==> src/rtl/eq_sweep_tester_pkg.sv <==
// rtl/eq_sweep_tester_pkg.sv - shared state encoding and width helper for the equality sweep tester
package eq_sweep_tester_pkg;

    // Sweep controller states
    typedef enum logic [1:0] {
        ST_IDLE   = 2'd0,
        ST_HOLD   = 2'd1,
        ST_SAMPLE = 2'd2,
        ST_DONE   = 2'd3
    } state_t;

    // Counter width: 2^(2W) samples at most, so one extra bit keeps the count from wrapping
    function automatic int cnt_w(input int w);
        return 2 * w + 1;
    endfunction

endpackage

==> src/rtl/eq_sweep_tester_settle_cnt.sv <==
// rtl/eq_sweep_tester_settle_cnt.sv - loadable down-counter with zero flag for the HOLD timing
module sweep_settle_cnt #(
    parameter int WIDTH = 1
) (
    input  logic             clk,
    input  logic             rst,
    input  logic             i_load,
    input  logic [WIDTH-1:0] i_load_val,
    input  logic             i_dec,
    output logic             o_zero
);

    logic [WIDTH-1:0] r_cnt;

    // Load has priority; decrement saturates at zero so the flag stays up until reloaded
    always_ff @(posedge clk or posedge rst) begin
        if (rst) begin
            r_cnt <= '0;
        end else if (i_load) begin
            r_cnt <= i_load_val;
        end else if (i_dec && (r_cnt != '0)) begin
            r_cnt <= r_cnt - 1'b1;
        end
    end

    assign o_zero = (r_cnt == '0);

endmodule

==> src/rtl/eq_sweep_tester.sv <==
// rtl/eq_sweep_tester.sv - exhaustive operand sweep and checker for a W-bit equality comparator
module eq_sweep_tester
    import eq_sweep_tester_pkg::*;
#(
    parameter int W      = 2,
    parameter int SETTLE = 1
) (
    input  logic               clk,
    input  logic               reset,
    input  logic               start,
    output logic [W-1:0]       a_out,
    output logic [W-1:0]       b_out,
    input  logic               aeqb_in,
    output logic               busy,
    output logic               done,
    output logic [2*W:0]       match_cnt,
    output logic [2*W:0]       err_cnt,
    output logic [2*W-1:0]     first_err_idx
);

    localparam int CNT_W = cnt_w(W);
    localparam int IW    = 2 * W;
    localparam int SW    = (SETTLE > 1) ? $clog2(SETTLE) : 1;
    localparam logic [SW-1:0] SETTLE_RELOAD = SW'(SETTLE - 1);

    state_t              r_state;
    logic [IW-1:0]       r_idx;
    logic [CNT_W-1:0]    r_match;
    logic [CNT_W-1:0]    r_err;
    logic [IW-1:0]       r_first;
    logic                r_busy;
    logic                r_done;

    logic                w_exp;
    logic                w_last;
    logic                w_accept;
    logic                w_load;
    logic                w_dec;
    logic                w_zero;

    // Reference result is derived from the pair itself, independent of any comparator cell
    assign w_exp    = (r_idx[IW-1:W] == r_idx[W-1:0]);
    assign w_last   = &r_idx;
    assign w_accept = start && ((r_state == ST_IDLE) || (r_state == ST_DONE));
    assign w_load   = w_accept || ((r_state == ST_SAMPLE) && !w_last);
    assign w_dec    = (r_state == ST_HOLD);

    sweep_settle_cnt #(
        .WIDTH (SW)
    ) u_settle (
        .clk        (clk),
        .rst        (reset),
        .i_load     (w_load),
        .i_load_val (SETTLE_RELOAD),
        .i_dec      (w_dec),
        .o_zero     (w_zero)
    );

    // Sweep FSM: step through every {a,b}, hold, sample aeqb_in, and accumulate results
    always_ff @(posedge clk or posedge reset) begin
        if (reset) begin
            r_state <= ST_IDLE;
            r_idx   <= '0;
            r_match <= '0;
            r_err   <= '0;
            r_first <= '0;
            r_busy  <= 1'b0;
            r_done  <= 1'b0;
        end else begin
            case (r_state)
                ST_IDLE, ST_DONE: begin
                    if (start) begin
                        r_state <= ST_HOLD;
                        r_idx   <= '0;
                        r_match <= '0;
                        r_err   <= '0;
                        r_first <= '0;
                        r_busy  <= 1'b1;
                        r_done  <= 1'b0;
                    end
                end
                ST_HOLD: begin
                    if (w_zero) begin
                        r_state <= ST_SAMPLE;
                    end
                end
                ST_SAMPLE: begin
                    if (aeqb_in) begin
                        r_match <= r_match + 1'b1;
                    end
                    if (aeqb_in != w_exp) begin
                        r_err <= r_err + 1'b1;
                        if (r_err == '0) begin
                            r_first <= r_idx;
                        end
                    end
                    if (w_last) begin
                        r_state <= ST_DONE;
                        r_busy  <= 1'b0;
                        r_done  <= 1'b1;
                    end else begin
                        r_idx   <= r_idx + 1'b1;
                        r_state <= ST_HOLD;
                    end
                end
                default: begin
                    r_state <= ST_IDLE;
                    r_busy  <= 1'b0;
                    r_done  <= 1'b0;
                end
            endcase
        end
    end

    assign a_out         = r_idx[IW-1:W];
    assign b_out         = r_idx[W-1:0];
    assign busy          = r_busy;
    assign done          = r_done;
    assign match_cnt     = r_match;
    assign err_cnt       = r_err;
    assign first_err_idx = r_first;

endmodule

==> config.mk <==
export PLATFORM = sky130hd
export DESIGN_NAME = eq_sweep_tester
export DESIGN_NICKNAME = d
export VERILOG_FILES = /design/src/rtl/eq_sweep_tester_pkg.sv /design/src/rtl/eq_sweep_tester_settle_cnt.sv /design/src/rtl/eq_sweep_tester.sv
export SDC_FILE = /design/constraint.sdc
export NUM_CORES = 1
export LEC_CHECK = 0
export BUFFER_PORTS_ARGS = -buffer_cell sky130_fd_sc_hd__clkbuf_2
export CORE_UTILIZATION = 57
export DETAILED_ROUTE_END_ITERATION = 10
export PLACE_DENSITY = 0.78
export SLEW_MARGIN = 20
export SYNTH_ARGS = -nofsm -noshare
export SYNTH_HDL_FRONTEND = slang
export SYNTH_SLANG_ARGS = --single-unit
==> constraint.sdc <==
create_clock -name clk -period 3.6 [get_ports clk]
set_input_delay 0.18 -clock clk [delete_from_list [all_inputs] [get_ports clk]]
set_output_delay 0.18 -clock clk [all_outputs]
set_load 0.01 [all_outputs]
## After elaboration in Yosys (flattened, before gate mapping)

Index checks and enable logic that the tools add are counted.

- Output and inout bits: 20
- Register bits: 23
- Bits in latches: 0
- Bits in read-only memories: 0
- Memories: 0
- Memory bits (writable): 0

- Bitwise operators: 0
- $mul: 0
- Eq/ne operators: 12
- Shift operators: 0
- Multiplexer cells: 23
- Divide/modulo/power cells: 0
- Reduce and logical (&&, ||, !) cells: 18
- Add/subtract/negate cells: 4
- Order comparisons: 0

Operator list:

| operator | count |
|---|---|
| case mux 5 bit (2 select lines) | 2 |
| 2-to-1 mux 4 bit | 4 |
| case mux 4 bit (2 select lines) | 2 |
| 2-to-1 mux 5 bit | 3 |
| AND reduction 3 bit | 4 |
| adder 5 x 1 -> 5 bit (second input constant) | 2 |
| inequality test 2 bit (second input constant) | 5 |
| AND reduction 4 bit | 2 |
| 2-to-1 mux 1 bit | 6 |
| 2-to-1 mux 2 bit | 3 |
| case mux 2 bit (3 select lines) | 1 |
| logical NOT 5 bit | 1 |
| adder 4 x 1 -> 4 bit (second input constant) | 1 |
| equality test 2 bit (second input constant) | 2 |
| inequality test 2 x 1 -> 1 bit (second input constant) | 2 |
| case mux 1 bit (2 select lines) | 2 |
| nonzero test 2 bit | 2 |
| logical AND 1 bit | 3 |
| equality test 2 x 1 -> 1 bit (second input constant) | 1 |
| equality test 2 bit | 1 |
| logical NOT 2 bit | 1 |
| logical OR 1 bit | 2 |
| AND reduction 2 bit | 1 |
| OR reduction 2 bit | 1 |
| other kinds (3) | 3 |

## Logic depth before layout (Yosys ltp)

Gate-level depths: netlist (run 1).

- Depth in word-level cells: 5
- Depth in mapped cells: 8

## By module

From an unflattened synthesis (run 1), not the netlist that was laid out.

- Cells, all modules: 161
- Area, all modules: 1507.7 µm²

Modules (own cells, without submodules):

| module | cells an instance | times used | area an instance (µm²) |
|---|---|---|---|
| eq_sweep_tester | 156 | 1 | 1458.9 |
| sweep_settle_cnt | 5 | 1 | 48.8 |

## Least setup slack after synthesis (run 1)

OpenSTA, ideal clock, no wires.

- Kind: register to register
- From: reg r_err[0] (netlist: err_cnt[0])
- To: reg r_first[0] (netlist: first_err_idx[0])
- Setup slack: 1.770 ns
- Arrival: 1.709 ns
- Stages on the path, launching flop included: 8
- Path buffers: 0
- Required time: 3.478 ns
- Cell sequence: dfrtp_1 inv_1 ha_1 nor4b_2 nand2b_1 mux2_2 a21o_1 a32o_1

- Cells in the longest elaborated chain, start to end: 3

Ends and longest elaborated chain:

| item | RTL line | text |
|---|---|---|
| start, declared | eq_sweep_tester.sv:29 | `logic [CNT_W-1:0] r_err;` |
| start signal, assigned | eq_sweep_tester.sv:92 | `r_err <= r_err + 1'b1;` |
| logical NOT 5 bit | eq_sweep_tester.sv:93 | `if (r_err == '0) begin` |
| inequality test 2 x 1 -> 1 bit (no source line) | - |  |
| AND reduction 4 bit (no source line) | - |  |
| end signal, assigned | eq_sweep_tester.sv:94 | `r_first <= r_idx;` |
| end, declared | eq_sweep_tester.sv:30 | `logic [IW-1:0] r_first;` |

No other way between the ends.
A chain may end at the register's enable or synchronous reset.

## Worst setup path after layout (run 1)

- From: reg r_state[0]
- To: reg r_err[1] (netlist: err_cnt[1])

- Cells in the longest elaborated chain, start to end: 4

Ends and longest elaborated chain:

| item | RTL line | text |
|---|---|---|
| start, declared | eq_sweep_tester.sv:26 | `state_t r_state;` |
| start signal, assigned | eq_sweep_tester.sv:62 | `r_state <= ST_IDLE;` |
| start signal, assigned | eq_sweep_tester.sv:73 | `r_state <= ST_HOLD;` |
| start signal, assigned | eq_sweep_tester.sv:84 | `r_state <= ST_SAMPLE;` |
| equality test 2 bit / logical NOT 2 bit (equally long branches) | eq_sweep_tester.sv:70 | `case (r_state)` |
| OR reduction 2 bit | eq_sweep_tester.sv:70 |  |
| inequality test 2 bit (no source line) / nonzero test 2 bit (equally long branches) | - |  |
| AND reduction 3 bit (no source line) | - |  |

Parallel ways exist; a longest one is shown, timed or not.

==> results.toml, run 1 <==
[cells_and_area]
area.growth.synth_to_final_pct = 9.19
finalCoreUtilization = 0.679
layout-drive-gt1-share = 0.203
n_antenna_cell = 0
design.final.nets = 183

[critical_path]
end_kind = "flip-flop"
setup.worst_path.start_class = "flip-flop"
required_ns = 3.81
cp_slowest_cell = "nor2b_1"
worst-r2r-cell-count = 7
worst_r2r_endpoint = "err_cnt[1]"
startpoint_of_the_most_critical_register_to_register_path = "r_state[0]"
timing_worst_setup_path_type = "reg -> reg"
r2r_setup_slack_ns = 1.38
critical_path_peak_fanout = 13
critical_path_s_largest_stage_delay_ns = 0.50
cp_data_arrival_time_ns = 2.43
path_cells = "inv_1, ha_1, nor2b_1, nor2_1, nand2_1, nor2_2, a221o_1"

[logic_synthesis]
seq_area_frac_synth = 0.403
synth_top_family_by_area = "compound AO/OA/AOI/OAI gates"
synthFlopType = "dfrtp_1"
synth.yosys.warnings = 0
synth-adder-area-share = 0.0525
yosys.area_share.xor_xnor = 0.0236
synth_enable_flop_cells = 0
synth_seq_cells = 23
synth_async_sr_flop_share = 1.00
synthMostInstantiatedCell = "dfrtp_1"
postSynthAreaPerCell_um2 = 9.22
synth_top_area_share = 0.403
muxShareOfSynthArea = 0.0306
synth.net_count = 165
synth_cell_types = 46
post_synth_simple_gate_area = 0.208
synth_compound_area_frac = 0.229
post_synth_main_area_contributors = "dfrtp_1 40%, ha_1 5.3%, o21ai_0 4.2%"
synthCells = 155
synthesis.area_um2 = 1430
synth_area_leader_cell = "dfrtp_1"
synth_top_cells_by_count = "23 x dfrtp_1, 16 x nand2_1, 12 x o21ai_0"

[clock_tree]
clk_pin_slew_ns = 0.14
clock_tree.htree_level_count = 1
cts.path.max_buffers = 2
cts_hold_repair.buffers = 0
worst_skew_pair.late_latency_ns = 0.31
root_buffer = "clkbuf_4"
cts_tree = "done"
postCtsSetupBuffers = 0
inserted_clock_buffers = 3
clock-sinks = 23
cts.repair.resized = 0

[die]
floorplan.die.height_um = 52.1
placementRows = 17
die_area_um2 = 2710
die_x_um = 52.1
floorplan.initialDensity = 0.622
core_area_um2 = 2300
io_pins = 24

[grt]
use_met3 = 0.0380
groute.usage.overall = 0.256
grt-busiest-layer = "met2"
groute.layer.met1.usage = 0.364
grt_pass1_vias = 1153
global_route_wire_length_before_repair_um = 5150
grt-ovfl-total = 0
groute.layer.met2.usage = 0.395
antenna_found_initial = 0
grt_start_max_net_pins = 34

[timing]
worst_hold_slack_ns = 0.0265
tns_setup_ns = 0
final_setup_slack_of_the_worst_path_ns = 1.38
rsz0062_at_grt = "no"
timing_hold_violations_final = 0
worst_clock_skew_ns = 0.00615
tightestPinTransition_ns = 0.976
layout_worst_path_cycle_share = 0.617
maxSlewHeadroom = 0.350
final_slew_violations = 0
setup_viol_count_final = 0
fmax_mhz = 450
final_period_minus_worst_setup_slack_ns = 2.22

[pwr]
static-leakage-power_uw = 0.000731
p_total_uw = 865
worst_ir_drop_vdd_mv = 0.353
pwr_density_cell_nw_per_um2 = 554

[detailed_routing]
via_count = 1256
route.detailed.wl_per_inst_um = 15.3
detail_route.wirelength_um = 3070
route.detailed.drc = 0
drt-initial-drc-count = 37
drt-pass1-iter-count = 4
route.antenna.remaining_nets = 0
avgViaCountPerCell = 6.28

[place]
io_buffers = 23
placement.setup.worst_slack_ns = 1.41
place_hpwl_um = 2170
gp_routability_congestion = 0.788

[min_path]
min_path_type = "in -> async"

[flow_run]
drv_cap = 0

[status]
run_status = "complete, no violations"
==> where the power goes <==
| group | internal, uW | switching (uW) |
|---|---|---|
| logic | 150 | 261 |
| registers | 289 | 42.0 |
| clock network | 41.5 | 81.4 |
==> placed cells by master, fill, tap and decap left out, drive strengths merged, types with 2 or more instances in the layout <==
cell and count:
clkbuf 26, dfrtp 23, nand2 16, o21ai 13, nand3 8, inv 8
nand2b 7, ha 6, nor2 6, a21oi 5, a22o 4, o211ai 4
nand4 3, nor3 3, a21o 3, mux2 3, a32o 3, nand3b 3
nor2b 2, a31oi 2, and3 2, a22oi 2, nor4b 2, xor2 2
==> metrics by stage <==
step                instances  instance area (um^2)
global route              200                  1560
detailed placement        196                  1530
CTS                       200                  1560
global placement          196                  1530
finish                    200                  1560
floorplan                 155                  1430
==> worst max path at each step <==
| stage | cells after the start | endpoint | slack (ns) | startpoint |
|---|---|---|---|---|
| 2_1_floorplan | 7 | first_err_idx[0] | 1.77 | err_cnt[0] |
| 3_3_place_gp | 7 | err_cnt[1] | 1.49 | r_state[0] |
| 3_5_place_dp | 7 | err_cnt[1] | 1.41 | r_state[0] |
| 4_1_cts | 7 | err_cnt[1] | 1.37 | r_state[0] |
| 5_1_grt | 7 | err_cnt[1] | 1.23 | r_state[0] |
| 6_report | 7 | err_cnt[1] | 1.38 | r_state[0] |
==> state kept, by name (all words and copies together) (netlist names) <==
register        cells
r_idx               4
r_state             2
err_cnt             5
match_cnt           5
first_err_idx       4
busy                1
done                1
u_settle.r_cnt      1
==> final cells by class <==
cell class | instances | area (um^2)
multi-input combinational | 114 | 777
timing repair buffer | 23 | 115
fill | 195 | 737
sequential | 23 | 576
inverter | 8 | 30.0
clock inverter | 1 | 5.00
tap | 28 | 35.0
clock buffer | 3 | 22.5
==> cell families (layout without fill, tap and decap cells) <==
kind of cell	Yosys count	in the layout
DFF	23	23
buffers and inverters	18	35
muxes	4	4
AOI/OAI and AO/OA	47	47
xor gates and xnor gates	3	3
and+or+nand+nor	54	54
adders and majority gates	6	6
==> critical path: cells and delay by family, from the launching register on <==
kind	cells	cell delay (ns)
AOI/OAI and AO/OA	1	0.32
DFF	1	0.40
buffers and inverters	1	0.05
adders and majority gates	1	0.49
and+or+nand+nor	4	0.86
==> metal layers <==
metal,share of wire,routed length [um]
met5,0,0
met4,0.0055,17
met3,0.035,108
met2,0.48,1460
met1,0.48,1480
(Power assumes the default switching activity.)
==> run 2, diff against run 1 <==
Settings changed: CORE_UTILIZATION 57 to 50, PLACE_DENSITY 0.78 to 0.72.
Clock period 3.6 ns to 1.8 ns, I/O delays scaled along.
==> results.toml, run 2 (synthesis results as in run 1) <==
[cells_and_area]
finalCoreUtilization = 0.657
design.final.nets = 206
final.fill_count = 229
layout-drive-gt1-share = 0.318
n_antenna_cell = 0
final_instance_count_without_filler_cells = 226
area.growth.synth_to_final_pct = 25.7
most_used_cells_in_the_layout_excluding_fill_and_tap_cells = "23 x dfrtp_1, 23 x clkbuf_2, 22 x buf_4, 16 x nand2_1, 12 x o21ai_0"

[critical_path]
critical_path.startpoint = "err_cnt[1]"
worst_r2r_endpoint = "first_err_idx[0]"
startpoint_of_the_most_critical_register_to_register_path = "err_cnt[1]"
cp_data_arrival_time_ns = 2.02
critical_path_s_largest_stage_delay_ns = 0.41
setup.worst_path.start_class = "flip-flop"
required_ns = 2.02
critical_path_peak_fanout = 3
path_cells = "inv_1, ha_4, nor4b_4, nand2b_1, mux2_4, a21o_1, a32o_1"
worst-path-buf-inv = 1
cp_slowest_cell = "dfrtp_1"
end_kind = "flip-flop"
cpLargestDelayFamily = "compound AO/OA/AOI/OAI gates"
timing_worst_setup_path_type = "reg -> reg"
worst-r2r-cell-count = 7
r2r_setup_slack_ns = -0.003

[min_path]
min_path_cells = 2
hold_path_end = "u_settle.r_cnt"
min_path_type = "in -> reg"
hp-start = "start"

[pwr]
netSwitchingFraction = 0.407
worst_ir_drop_vdd_mv = 0.721
power.combinational.fraction = 0.574
static-leakage-power_uw = 0.000866
share_clk_of_total_power = 0.119
power_report.internal_total_uw = 1230
p_sw_uw = 843
pwr_density_cell_nw_per_um2 = 1150
power.sequential.fraction = 0.308

[grt]
groute.usage.overall = 0.230
global_route_wire_length_before_repair_um = 5600
antenna_found_initial = 0
grt_pass1_vias = 1284
grt_start_max_net_pins = 24
grt-ovfl-total = 0

[place]
place_hpwl_um = 2410
io_buffers = 23
gp_routability_congestion = 0.778
placed_cells = 217

[timing]
rsz0062_at_grt = "yes"
setup_viol_count_final = 1
final_slew_violations = 0
maxSlewHeadroom = 0.649
final_period_minus_worst_setup_slack_ns = 1.80
fmax_mhz = 555
timing_hold_violations_final = 0
worst_clock_skew_ns = 0.00183
final_setup_slack_of_the_worst_path_ns = -0.00317
tightestPinTransition_ns = 0.521
layout_worst_path_cycle_share = 1.00

[detailed_routing]
drt-initial-drc-count = 24
route.antenna.remaining_nets = 0
drt-pass1-iter-count = 6
avgViaCountPerCell = 5.92
via_count = 1338
route.detailed.drc = 0
route.detailed.wl_per_inst_um = 14.5
detail_route.wirelength_um = 3270

[clock_tree]
cts_tree = "done"
clock_tree.htree_level_count = 1
clock-sinks = 23
cts.path.max_buffers = 2
root_buffer = "clkbuf_4"
worst_skew_pair.late_latency_ns = 0.31
clk_pin_slew_ns = 0.13
inserted_clock_buffers = 3

[status]
violations = "negative setup slack"
run_status = "complete, but fails checks"

[die]
placementRows = 19
core_area_um2 = 2730
io_pins = 24
floorplan.initialDensity = 0.523
die_x_um = 55.5
floorplan.die.height_um = 55.5
die_area_um2 = 3080

[flow_run]
drv_cap = 0
## run 2: timing repair
item,CTS,global route
setup endpoints to repair,4,10
resized for setup,1,8
buffers inserted,1,3
endpoints found under the hold margin,23,0
pin swaps,1,5
hold buffers,1,0
## run 2: how the worst max path moves through the flow
stage / to / depth (start not counted) / slack, ns
after floorplan: err_cnt[3] / 8 / 0.004
after global placement: first_err_idx[0] / 7 / 0.06
after detailed placement: first_err_idx[1] / 7 / 0.001
after CTS: err_cnt[4] / 8 / 0.01
after global routing: first_err_idx[0] / 7 / -0.06
final: first_err_idx[0] / 7 / -0.003
## run 2: final cells by class
cell class / instances / area, um^2 / area share
clock buffers: 4 / 26.3 / 0.0146
well taps: 31 / 38.8 / 0.0216
flip-flops and latches: 23 / 576 / 0.320
repair buffers: 46 / 290 / 0.162
inverters: 8 / 30.0 / 0.0167
multi-input cells: 114 / 836 / 0.465
## run 2: layer usage
layer  part of all wire  global-route usage  vias up  routed length, um
met4              0.012              0.0821        0                 38
met2               0.53               0.417       22               1750
met1               0.43               0.275      661               1410
met5                  0                   0        -                  0
li1                   -                   -      650                  -
met3              0.022              0.0328        5                 73
## run 2: power by group through the flow
stage	Combinational, uW	Sequential, uW	Clock (uW)
after floorplan	640	669	0
after global placement	1030	636	0
after detailed placement	1050	641	0
after CTS	1080	630	255
after global routing	1300	642	284
final	1190	637	246
## run 2: stage by stage
stage	TNS, ns	total power [uW]	hold WS, ns	setup slack (ns)	area, um^2
2_1_floorplan	0	1310	0.0919	0.00374	1440
3_3_place_gp	0	1660	0.128	0.0593	1680
3_5_place_dp	0	1700	0.137	0.00101	1680
4_1_cts	0	1960	0.153	0.0149	1730
5_1_grt	-0.199	2230	0.178	-0.0619	1800
6_report	-0.00317	2070	0.168	-0.00317	1800
==> run 3, diff against run 2 <==
Settings changed: CELL_PAD_IN_SITES_DETAIL_PLACEMENT set to 1, CELL_PAD_IN_SITES_GLOBAL_PLACEMENT set to 2, CORE_UTILIZATION 50 to 30, PLACE_DENSITY 0.72 to 0.7.
==> results.toml, run 3 (synthesis results as in run 1) <==
[status]
run_status = "complete, but fails checks"
violations = "design-rule violations"

[timing]
fmax_mhz = 579
final_setup_slack_of_the_worst_path_ns = 0.0737
rsz0062_at_grt = "yes"
final_slew_violations = 0
final_period_minus_worst_setup_slack_ns = 1.73
setup_viol_count_final = 0
worst_clock_skew_ns = 0.00216
worst_hold_slack_ns = 0.232
layout_worst_path_cycle_share = 0.959
tns_setup_ns = 0
tightestPinTransition_ns = 0.382
timing_hold_violations_final = 0
maxSlewHeadroom = 0.744

[die]
die_x_um = 71.0
floorplan.initialDensity = 0.319
placementRows = 24
floorplan.die.height_um = 71.0
die_area_um2 = 5040
io_pins = 24
core_area_um2 = 4470

[cells_and_area]
final.fill_count = 525
most_used_cells_in_the_layout_excluding_fill_and_tap_cells = "23 x dfrtp_1, 23 x clkbuf_2, 23 x buf_4, 16 x nand2_1, 10 x o21ai_0"
design.final.nets = 207
area.growth.synth_to_final_pct = 29.6
finalCoreUtilization = 0.414
layout-drive-gt1-share = 0.332
n_antenna_cell = 0
regArea_um2 = 576
multi_input_area_um2 = 838

[min_path]
min_path_cells = 2
min_path_type = "in -> reg"
hold_path_end = "u_settle.r_cnt"
hp-start = "start"

[clock_tree]
cts_tree = "done"
clock-sinks = 23
inserted_clock_buffers = 3
root_buffer = "clkbuf_8"
clock_tree.htree_level_count = 1
worst_skew_pair.late_latency_ns = 0.26
clk_pin_slew_ns = 0.08
cts.path.max_buffers = 2

[critical_path]
critical_path_s_largest_stage_delay_ns = 0.39
required_ns = 1.95
cp_data_arrival_time_ns = 1.88
worst_r2r_endpoint = "first_err_idx[1]"
path_cells = "inv_2, ha_4, nor4b_4, nand2_1, mux2_4, a21o_1, a32o_1"
end_kind = "flip-flop"
critical_path_peak_fanout = 3
startpoint_of_the_most_critical_register_to_register_path = "err_cnt[0]"
timing_worst_setup_path_type = "reg -> reg"
r2r_setup_slack_ns = 0.07
setup.worst_path.start_class = "flip-flop"
worst-r2r-cell-count = 7
cp_slowest_cell = "dfrtp_1"

[detailed_routing]
route.detailed.wl_per_inst_um = 15.6
avgViaCountPerCell = 5.41
via_count = 1342
drt-pass1-iter-count = 9
route.detailed.drc = 2
detail_route.wirelength_um = 3870
drt-initial-drc-count = 49
route.antenna.remaining_nets = 0

[pwr]
pwr_density_cell_nw_per_um2 = 1200
worst_ir_drop_vdd_mv = 0.525
static-leakage-power_uw = 0.000887
p_total_uw = 2230

[place]
place_hpwl_um = 2930
gp_routability_congestion = 0.743
placement.setup.worst_slack_ns = -0.0281
io_buffers = 23

[grt]
grt_start_max_net_pins = 24
antenna_found_initial = 0
global_route_wire_length_before_repair_um = 6670
grt_pass1_vias = 1425
groute.usage.overall = 0.168
grt-ovfl-total = 0

[flow_run]
drv_cap = 0
## run 3: critical path, delay by kind of cell, from the launching register on
| kind | cells | cell delay (ns) |
|---|---|---|
| buf+inv | 1 | 0.08 |
| compound gates | 2 | 0.40 |
| simple gates | 2 | 0.33 |
| mux | 1 | 0.29 |
| flops | 1 | 0.39 |
| fa+ha+maj | 1 | 0.12 |
## run 3: worst max-delay path by stage
stage | start | end | slack [ns] | cells past startpoint
6_report | err_cnt[0] | first_err_idx[1] | 0.07 | 7
5_1_grt | err_cnt[1] | first_err_idx[0] | 0.003 | 7
4_1_cts | err_cnt[0] | first_err_idx[1] | 0.005 | 7
3_5_place_dp | r_state[0] | err_cnt[4] | -0.03 | 8
3_3_place_gp | err_cnt[0] | first_err_idx[0] | 0.05 | 7
2_1_floorplan | r_state[0] | err_cnt[3] | 0.004 | 8
## run 3: metal layers
layer  share of wire  global-route usage
met1            0.44               0.211
met2            0.53               0.306
met3           0.020              0.0214
met4          0.0044              0.0400
met5               0                   0
## run 3: cell type report
type,count,share of cell area
flip-flops and latches,23,0.311
inverters,8,0.0162
clock buffers,4,0.0243
well taps,52,0.0351
multi-input cells,114,0.453
repair buffers,47,0.161
## run 3: stage by stage
step           cell area, um^2  cells
5_1_grt                   1850    248
6_report                  1850    248
2_1_floorplan             1440    155
3_5_place_dp              1710    239
3_3_place_gp              1710    239
4_1_cts                   1780    244
## run 3: what timing repair did
item	CTS	global route
buffers inserted	0	4
hold buffers	1	0
gates resized for setup	3	11
setup endpoints to repair	2	11
endpoints found under the hold margin	23	0
pin swaps	0	5
## run 3: power breakdown
| part | internal [uW] | switching (uW) |
|---|---|---|
| Sequential | 579 | 54.7 |
| Combinational | 596 | 676 |
| Clock | 158 | 168 |
| Total | 1330 | 899 |
